==> src/rtl/reorder_buffer_if.sv <==
// Bundle of decode, writeback, lookup and commit signals around the reorder buffer.
// slave: the buffer itself; master: the decode/execute/rename side.
interface reorder_buffer_if #(
  parameter int ROB_ENTRY_WIDTH     = 3,
  parameter int ARCH_REG_INDEX_SIZE = 5,
  parameter int XLEN                = 32
);
  // Allocation from decode
  logic                           alloc_req;
  logic                           alloc_writes_rd;
  logic [ARCH_REG_INDEX_SIZE-1:0] alloc_rd;
  logic [ROB_ENTRY_WIDTH-1:0]     alloc_rob_id;
  logic                           full;
  logic                           empty;
  logic [ROB_ENTRY_WIDTH:0]       count;

  // Writeback from functional units
  logic                           wb_valid;
  logic [ROB_ENTRY_WIDTH-1:0]     wb_rob_id;
  logic [XLEN-1:0]                wb_value;
  logic                           wb_exception;

  // Operand lookup
  logic [ROB_ENTRY_WIDTH-1:0]     rs1_rob_entry;
  logic [XLEN-1:0]                rs1_value;
  logic                           rs1_ready;
  logic [ROB_ENTRY_WIDTH-1:0]     rs2_rob_entry;
  logic [XLEN-1:0]                rs2_value;
  logic                           rs2_ready;

  // Retirement towards the rename table / register file
  logic                           commit;
  logic [ARCH_REG_INDEX_SIZE-1:0] commit_rd;
  logic [ROB_ENTRY_WIDTH-1:0]     commit_rob_id;
  logic [XLEN-1:0]                commit_value;
  logic                           flush;

  modport slave (
    input  alloc_req, alloc_writes_rd, alloc_rd,
    input  wb_valid, wb_rob_id, wb_value, wb_exception,
    input  rs1_rob_entry, rs2_rob_entry,
    output alloc_rob_id, full, empty, count,
    output rs1_value, rs1_ready, rs2_value, rs2_ready,
    output commit, commit_rd, commit_rob_id, commit_value, flush
  );

  modport master (
    output alloc_req, alloc_writes_rd, alloc_rd,
    output wb_valid, wb_rob_id, wb_value, wb_exception,
    output rs1_rob_entry, rs2_rob_entry,
    input  alloc_rob_id, full, empty, count,
    input  rs1_value, rs1_ready, rs2_value, rs2_ready,
    input  commit, commit_rd, commit_rob_id, commit_value, flush
  );
endinterface

==> src/rtl/reorder_buffer.sv <==
// Circular in-order reorder buffer: allocates ids, collects writebacks, retires one entry per cycle.
// Optional macro ROB_WB_BYPASS_EN forwards a same-cycle writeback to the operand lookups.
module reorder_buffer #(
  parameter int ROB_ENTRIES         = 8,
  parameter int ROB_ENTRY_WIDTH     = 3,
  parameter int ARCH_REG_INDEX_SIZE = 5,
  parameter int XLEN                = 32
) (
  input  logic               clk,
  input  logic               reset,
  reorder_buffer_if.slave    rob
);

  typedef logic [ROB_ENTRY_WIDTH-1:0] id_t;
  typedef logic [ROB_ENTRY_WIDTH:0]   cnt_t;

  // Per-entry status bits; payload lives in arrays without reset
  logic [ROB_ENTRIES-1:0]         valid_q, valid_d;
  logic [ROB_ENTRIES-1:0]         ready_q, ready_d;
  logic [ROB_ENTRIES-1:0]         exc_q, exc_d;
  logic                           wrd_q   [ROB_ENTRIES];
  logic [ARCH_REG_INDEX_SIZE-1:0] rd_q    [ROB_ENTRIES];
  logic [XLEN-1:0]                value_q [ROB_ENTRIES];

  id_t  head_q, head_d;
  id_t  tail_q, tail_d;
  cnt_t count_q, count_d;

  logic full_w, empty_w;
  logic alloc_ok;
  logic wb_hit;
  logic commit_w, flush_w;

  logic [ROB_ENTRIES-1:0] alloc_sel;
  logic [ROB_ENTRIES-1:0] commit_sel;
  logic [ROB_ENTRIES-1:0] wb_sel;

  assign full_w  = (count_q == cnt_t'(ROB_ENTRIES));
  assign empty_w = (count_q == '0);

  // Head decision uses only registered state, so a writeback to head is seen one cycle later
  assign commit_w = valid_q[head_q] & ready_q[head_q] & ~exc_q[head_q];
  assign flush_w  = valid_q[head_q] & ready_q[head_q] &  exc_q[head_q];

  // A commit in the same cycle never opens a slot for a refused allocation
  assign alloc_ok = rob.alloc_req & ~full_w & ~flush_w;
  assign wb_hit   = rob.wb_valid & valid_q[rob.wb_rob_id];

  // One-hot per-entry selects for allocation, retirement and writeback
  for (genvar gi = 0; gi < ROB_ENTRIES; gi++) begin : g_entry_sel
    assign alloc_sel[gi]  = alloc_ok & (tail_q == id_t'(gi));
    assign commit_sel[gi] = commit_w & (head_q == id_t'(gi));
    assign wb_sel[gi]     = rob.wb_valid & valid_q[gi] & (rob.wb_rob_id == id_t'(gi));
  end

  always_comb begin
    valid_d = (valid_q | alloc_sel) & ~commit_sel;
    ready_d = (ready_q | wb_sel) & ~alloc_sel;
    exc_d   = ((exc_q & ~wb_sel) | (wb_sel & {ROB_ENTRIES{rob.wb_exception}})) & ~alloc_sel;
    head_d  = head_q;
    tail_d  = tail_q;
    count_d = count_q;
    if (flush_w) begin
      valid_d = '0;
      head_d  = '0;
      tail_d  = '0;
      count_d = '0;
    end else begin
      if (alloc_ok) tail_d = tail_q + id_t'(1);
      if (commit_w) head_d = head_q + id_t'(1);
      count_d = count_q + cnt_t'(alloc_ok) - cnt_t'(commit_w);
    end
  end

  always_ff @(posedge clk) begin
    if (reset) begin
      valid_q <= '0;
      ready_q <= '0;
      exc_q   <= '0;
      head_q  <= '0;
      tail_q  <= '0;
      count_q <= '0;
    end else begin
      valid_q <= valid_d;
      ready_q <= ready_d;
      exc_q   <= exc_d;
      head_q  <= head_d;
      tail_q  <= tail_d;
      count_q <= count_d;
    end
  end

  // Payload storage; every read is qualified by valid/ready so no reset is needed
  always_ff @(posedge clk) begin
    if (alloc_ok) begin
      wrd_q[tail_q] <= rob.alloc_writes_rd;
      rd_q[tail_q]  <= rob.alloc_rd;
    end
    if (wb_hit) begin
      value_q[rob.wb_rob_id] <= rob.wb_value;
    end
  end

  // Operand lookups, indexed 0 = rs1, 1 = rs2
  id_t             lk_id  [2];
  logic [1:0]      lk_rdy;
  logic [XLEN-1:0] lk_val [2];

  assign lk_id[0] = rob.rs1_rob_entry;
  assign lk_id[1] = rob.rs2_rob_entry;

  for (genvar gi = 0; gi < 2; gi++) begin : g_lookup
    logic stored_hit;
    logic byp_hit;
    assign stored_hit = valid_q[lk_id[gi]] & ready_q[lk_id[gi]];
`ifdef ROB_WB_BYPASS_EN
    assign byp_hit = rob.wb_valid & valid_q[lk_id[gi]] & (rob.wb_rob_id == lk_id[gi]);
`else
    assign byp_hit = 1'b0;
`endif
    // The in-flight writeback is newer than anything stored, so it wins
    assign lk_rdy[gi] = stored_hit | byp_hit;
    assign lk_val[gi] = byp_hit    ? rob.wb_value :
                        stored_hit ? value_q[lk_id[gi]] : '0;
  end

  assign rob.rs1_ready = lk_rdy[0];
  assign rob.rs1_value = lk_val[0];
  assign rob.rs2_ready = lk_rdy[1];
  assign rob.rs2_value = lk_val[1];

  assign rob.alloc_rob_id  = tail_q;
  assign rob.full          = full_w;
  assign rob.empty         = empty_w;
  assign rob.count         = count_q;
  assign rob.commit        = commit_w;
  assign rob.flush         = flush_w;
  assign rob.commit_rob_id = commit_w ? head_q : '0;
  assign rob.commit_value  = commit_w ? value_q[head_q] : '0;
  assign rob.commit_rd     = (commit_w & wrd_q[head_q]) ? rd_q[head_q] : '0;

endmodule
==> src/flat_wrapper.sv <==
// flat-port wrapper written by rule: the top's interface ports become plain ports
module reorder_buffer_flat 
#(
  parameter int ROB_ENTRIES         = 8,
  parameter int ROB_ENTRY_WIDTH     = 3,
  parameter int ARCH_REG_INDEX_SIZE = 5,
  parameter int XLEN                = 32
)
  (clk, reset, rob_alloc_req, rob_alloc_writes_rd, rob_alloc_rd, rob_wb_valid, rob_wb_rob_id, rob_wb_value, rob_wb_exception, rob_rs1_rob_entry, rob_rs2_rob_entry, rob_alloc_rob_id, rob_full, rob_empty, rob_count, rob_rs1_value, rob_rs1_ready, rob_rs2_value, rob_rs2_ready, rob_commit, rob_commit_rd, rob_commit_rob_id, rob_commit_value, rob_flush);
  reorder_buffer_if #(.ROB_ENTRY_WIDTH(ROB_ENTRY_WIDTH), .ARCH_REG_INDEX_SIZE(ARCH_REG_INDEX_SIZE), .XLEN(XLEN)) rob_i ();
  input  logic clk;
  input  logic reset;
  input wire logic [$bits(rob_i.alloc_req)-1:0] rob_alloc_req;
  input wire logic [$bits(rob_i.alloc_writes_rd)-1:0] rob_alloc_writes_rd;
  input wire logic [$bits(rob_i.alloc_rd)-1:0] rob_alloc_rd;
  input wire logic [$bits(rob_i.wb_valid)-1:0] rob_wb_valid;
  input wire logic [$bits(rob_i.wb_rob_id)-1:0] rob_wb_rob_id;
  input wire logic [$bits(rob_i.wb_value)-1:0] rob_wb_value;
  input wire logic [$bits(rob_i.wb_exception)-1:0] rob_wb_exception;
  input wire logic [$bits(rob_i.rs1_rob_entry)-1:0] rob_rs1_rob_entry;
  input wire logic [$bits(rob_i.rs2_rob_entry)-1:0] rob_rs2_rob_entry;
  output wire logic [$bits(rob_i.alloc_rob_id)-1:0] rob_alloc_rob_id;
  output wire logic [$bits(rob_i.full)-1:0] rob_full;
  output wire logic [$bits(rob_i.empty)-1:0] rob_empty;
  output wire logic [$bits(rob_i.count)-1:0] rob_count;
  output wire logic [$bits(rob_i.rs1_value)-1:0] rob_rs1_value;
  output wire logic [$bits(rob_i.rs1_ready)-1:0] rob_rs1_ready;
  output wire logic [$bits(rob_i.rs2_value)-1:0] rob_rs2_value;
  output wire logic [$bits(rob_i.rs2_ready)-1:0] rob_rs2_ready;
  output wire logic [$bits(rob_i.commit)-1:0] rob_commit;
  output wire logic [$bits(rob_i.commit_rd)-1:0] rob_commit_rd;
  output wire logic [$bits(rob_i.commit_rob_id)-1:0] rob_commit_rob_id;
  output wire logic [$bits(rob_i.commit_value)-1:0] rob_commit_value;
  output wire logic [$bits(rob_i.flush)-1:0] rob_flush;
  assign rob_i.alloc_req = rob_alloc_req;
  assign rob_i.alloc_writes_rd = rob_alloc_writes_rd;
  assign rob_i.alloc_rd = rob_alloc_rd;
  assign rob_i.wb_valid = rob_wb_valid;
  assign rob_i.wb_rob_id = rob_wb_rob_id;
  assign rob_i.wb_value = rob_wb_value;
  assign rob_i.wb_exception = rob_wb_exception;
  assign rob_i.rs1_rob_entry = rob_rs1_rob_entry;
  assign rob_i.rs2_rob_entry = rob_rs2_rob_entry;
  assign rob_alloc_rob_id = rob_i.alloc_rob_id;
  assign rob_full = rob_i.full;
  assign rob_empty = rob_i.empty;
  assign rob_count = rob_i.count;
  assign rob_rs1_value = rob_i.rs1_value;
  assign rob_rs1_ready = rob_i.rs1_ready;
  assign rob_rs2_value = rob_i.rs2_value;
  assign rob_rs2_ready = rob_i.rs2_ready;
  assign rob_commit = rob_i.commit;
  assign rob_commit_rd = rob_i.commit_rd;
  assign rob_commit_rob_id = rob_i.commit_rob_id;
  assign rob_commit_value = rob_i.commit_value;
  assign rob_flush = rob_i.flush;
  reorder_buffer #(.ROB_ENTRIES(ROB_ENTRIES), .ROB_ENTRY_WIDTH(ROB_ENTRY_WIDTH), .ARCH_REG_INDEX_SIZE(ARCH_REG_INDEX_SIZE), .XLEN(XLEN)) u_core (.clk(clk), .reset(reset), .rob(rob_i));
endmodule
==> config.mk <==
export PLATFORM = sky130hd
export DESIGN_NAME = reorder_buffer_flat
export DESIGN_NICKNAME = d
export VERILOG_FILES = /design/src/rtl/reorder_buffer_if.sv /design/src/rtl/reorder_buffer.sv /design/src/flat_wrapper.sv
export SDC_FILE = /design/constraint.sdc
export NUM_CORES = 1
export LEC_CHECK = 0
export BUFFER_PORTS_ARGS = -buffer_cell sky130_fd_sc_hd__buf_2
export CAP_MARGIN = 20
export CORE_UTILIZATION = 40
export DETAILED_ROUTE_END_ITERATION = 12
export GPL_TIMING_DRIVEN = 1
export SETUP_SLACK_MARGIN = 0.3
export SLEW_MARGIN = 20
export SYNTH_ARGS = -nofsm -noshare
export SYNTH_HDL_FRONTEND = slang
export SYNTH_SLANG_ARGS = --single-unit
==> constraint.sdc <==
create_clock -name clk -period 3.9 [get_ports clk]
set_clock_uncertainty 0.05 [all_clocks]
set_input_delay 0.585 -clock clk [delete_from_list [all_inputs] [get_ports clk]]
set_output_delay 0.585 -clock clk [all_outputs]
set_load 0.02 [all_outputs]
==> results.yml <==
critical_path:
  rr_endpoint: "u_core.rob.count[1]"
  cp_max_fo: 21
  setup.worst_path.start_class: "flop"
  critical_path_class: "reg -> out"
  reg2reg_from: "u_core.head_q[0]"
  required_ns: 3.26
  ff2ff_path_depth: 11
  r2r_slack_ns: 0.76
  critPathArrivalTime_ns: 2.81
  end_kind: "primary output"
floorplan:
  die_h_microns: 211
  core_area_sq_um: 43200
  fp.dieW_microns: 211
  io_pins: 169
  placementRows: 76
  start_util_pct: 40.6
  die_area_sq_um: 44700
synthesis:
  synthCells: 995
  ys_ff_latch: 341
  yosysTopAreaCell: "edfxtp_1"
  yosysSeqAreaShare_pct: 56.3
  ys_types: 38
  syn_area_per_cell_sq_um: 17.6
  synth_common_cells: "edfxtp_1, mux4_2, nor2_1"
  ys_warn_count: 0
  synth_area_sq_um: 17500
  synth_most_common_cell: "edfxtp_1"
  synthArstFlopShare_pct: 0
  synthFlopType: "edfxtp_1"
  ys_top_cells_by_area: "edfxtp_1, mux4_2, mux2i_1"
  synth_fp_nets: 1067
  synth-edff-count: 304
  synth_top_cell_area_share_pct: 52.1
clock_network:
  ctsHtreeMaxLevel: 2
  clkLatencyLatePin_ns: 0.57
  numCtsBuffers: 39
  clk_pin_slew_ns: 0.06
  clock_path_buffers: 3
  cts_hold_buf: 0
  cts-root-buf: "clkbuf_16"
  cts.sinks: 341
  cts_tree: "built"
placement:
  post-place-ws_ns: 0.660
  gp_congestion: 0.787
  dpl.hpwl_microns: 29300
  portBuffers: 168
route:
  wl_met2_microns: 23300
  met3_length_microns: 3180
  num_vias: 10300
  drt_iter0_markers: 732
  routedWlPerCell_microns: 26.0
  wl_met1_microns: 18500
  drc_errors: 0
  finalWirelength_microns: 46200
  ant_nets: 0
  viasPerCell: 5.77
  top_layer_used: "met5"
  firstDrtPassIters: 5
cells_and_area:
  seqCellArea_sq_um: 9880
  drive_gt1_share_pct: 41.1
  final_util_pct: 47.3
  fill_cells: 3717
  nets: 1236
  multiInputGateArea_sq_um: 7320
  syn_to_final_growth_pct: 16.4
timing:
  slew_headroom_pct: 27.0
  tightest_slew_ns: 1.09
  min_period_ns: 3.44
  fmax_ghz: 0.290
  fin_setup_tns_ns: 0
  finalSetupViolCount: 0
  hold_viol: 0
  hold-worst-slack_ns: 0.243
  setup_slack_ns: 0.455
  rsz0062_at_grt: "no"
  slew_viol_final: 0
  finalCritPeriodShare_pct: 88.3
job:
  cap_viol_max_count: 0
global_routing:
  antenna_found_initial: 4
  grt_start_max_net_pins: 43
  grt_pass1_vias: 10700
  overflow: 0
  grt_util_all_layers_pct: 21.1
  grt_pass1_wl_microns: 68300
worst_hold_path:
  hold_end: "u_core.value_q[1][30]"
  hp-start: "rob_wb_value[30]"
  holdPathStages: 1
  hold_path.class: "in -> reg"
power:
  p_leak_nw: 7.01
  p_total_mw: 8.34
  ir_worst_vdd_v: 0.000358
  power_density_nw_per_um2: 408
outcome:
  status: "complete, no violations"
-- worst max-delay path: stages (launching register included) --
cell and delay, ns:
dfxtp_2 0.37, inv_4 0.13, mux4_2 0.57, mux2i_4 0.29
nand2_2 0.09, buf_4 0.25, inv_1 0.17, ha_1 0.21
buf_2 0.17
-- final cells by class --
class	count	share of cell area, %
timing repair buffer	202	5.82
clock inverter	18	0.864
sequential	341	48.4
inverter	17	0.325
antenna	1	0.0123
tap	585	3.59
clock buffer	51	5.11
multi-input combinational	563	35.9
-- metrics by stage --
| step | instance area, sq um | instances |
|---|---|---|
| after detailed placement | 19200 | 1708 |
| after CTS | 20400 | 1777 |
| after global routing | 20400 | 1777 |
| after global placement | 19200 | 1708 |
| after floorplan | 17500 | 995 |
| final | 20400 | 1778 |
-- kinds of logic (layout without fill, tap and decap cells) --
| group | Yosys count | in the layout | share of synthesized area, % |
|---|---|---|---|
| xor+xnor | 3 | 3 | 0.150 |
| compound gates | 43 | 43 | 1.70 |
| mux | 330 | 330 | 34.2 |
| flops | 341 | 341 | 56.3 |
| fa+ha+maj | 20 | 20 | 1.47 |
| other cells | 0 | 1 | 0 |
| buf+inv | 91 | 288 | 2.13 |
| simple gates | 167 | 167 | 4.04 |
-- how the worst max path moves through the flow --
stage | start | end | slack, ns | depth (start not counted)
final | u_core.head_q[0] | rob_commit_rob_id[0] | 0.46 | 8
after CTS | u_core.head_q[0] | rob_commit_rob_id[0] | 0.34 | 8
after global routing | u_core.valid_q[3] | rob_commit_rob_id[0] | 0.31 | 8
after floorplan | u_core.head_q[1] | u_core.rob.count[1] | 0.79 | 10
after detailed placement | u_core.head_q[0] | u_core.rob.count[1] | 0.66 | 11
after global placement | u_core.head_q[0] | u_core.rob.count[1] | 0.76 | 11
-- power by group --
| group | switching, mW | leakage (nW) | internal, mW | total [mW] |
|---|---|---|---|---|
| Clock | 1.44 | 0.588 | 2.08 | 3.53 |
| Sequential | 0.0437 | 3.04 | 4.05 | 4.09 |
| Combinational | 0.411 | 3.39 | 0.310 | 0.720 |
| Total | 1.90 | 7.01 | 6.44 | 8.34 |
-- timing repair --
item | 4_1_cts | 5_1_grt
endpoints found under the hold margin | 0 | 0
pin swaps | 0 | 0
buffers inserted | 0 | 0
gates resized for setup | 2 | 2
endpoints found under the setup margin | 1 | 1
-- cell usage in the layout, fill, tap and decap left out, drive strengths merged --
cell type	netlist	final
edfxtp	304	304
mux4	213	213
buf	45	202
nor2	118	118
mux2i	112	112
clkbuf	29	51
dfxtp	37	37
ha	19	19
inv	17	18
and3	14	14
clkinv	0	13
nand2	12	12
nor3	12	12
a21oi	11	11
o21ai	9	9
a211oi	7	7
a31oi	5	5
mux2	5	5
nor2b	4	4
o2111a	3	3
o211a	3	3
xnor2	3	3
bufinv	0	3
nand3	2	2
and2	2	2
and4	2	2
a311oi	2	2
diode	0	1
o211ai	1	1
o32a	1	1
a21o	1	1
nor3b	1	1
fa	1	1
clkinvlp	0	1
-- state kept, by name, indices dropped and copies added, names as in the netlist, named ones only --
name	flops
u_core.valid_q	8
u_core.rob.alloc_rob_id	3
u_core.exc_q	8
u_core.ready_q	8
u_core.wrd_q	8
u_core.value_q	256
u_core.rob.count	4
u_core.head_q	3
u_core.rd_q	40
-- layer usage --
layer,GRT usage (%),vias to the layer above
met5,0,-
met4,7.20,8
met3,4.41,79
met2,35.9,352
met1,26.9,5335
li1,-,4477
Note: power is estimated with default switching activity, not from simulation.
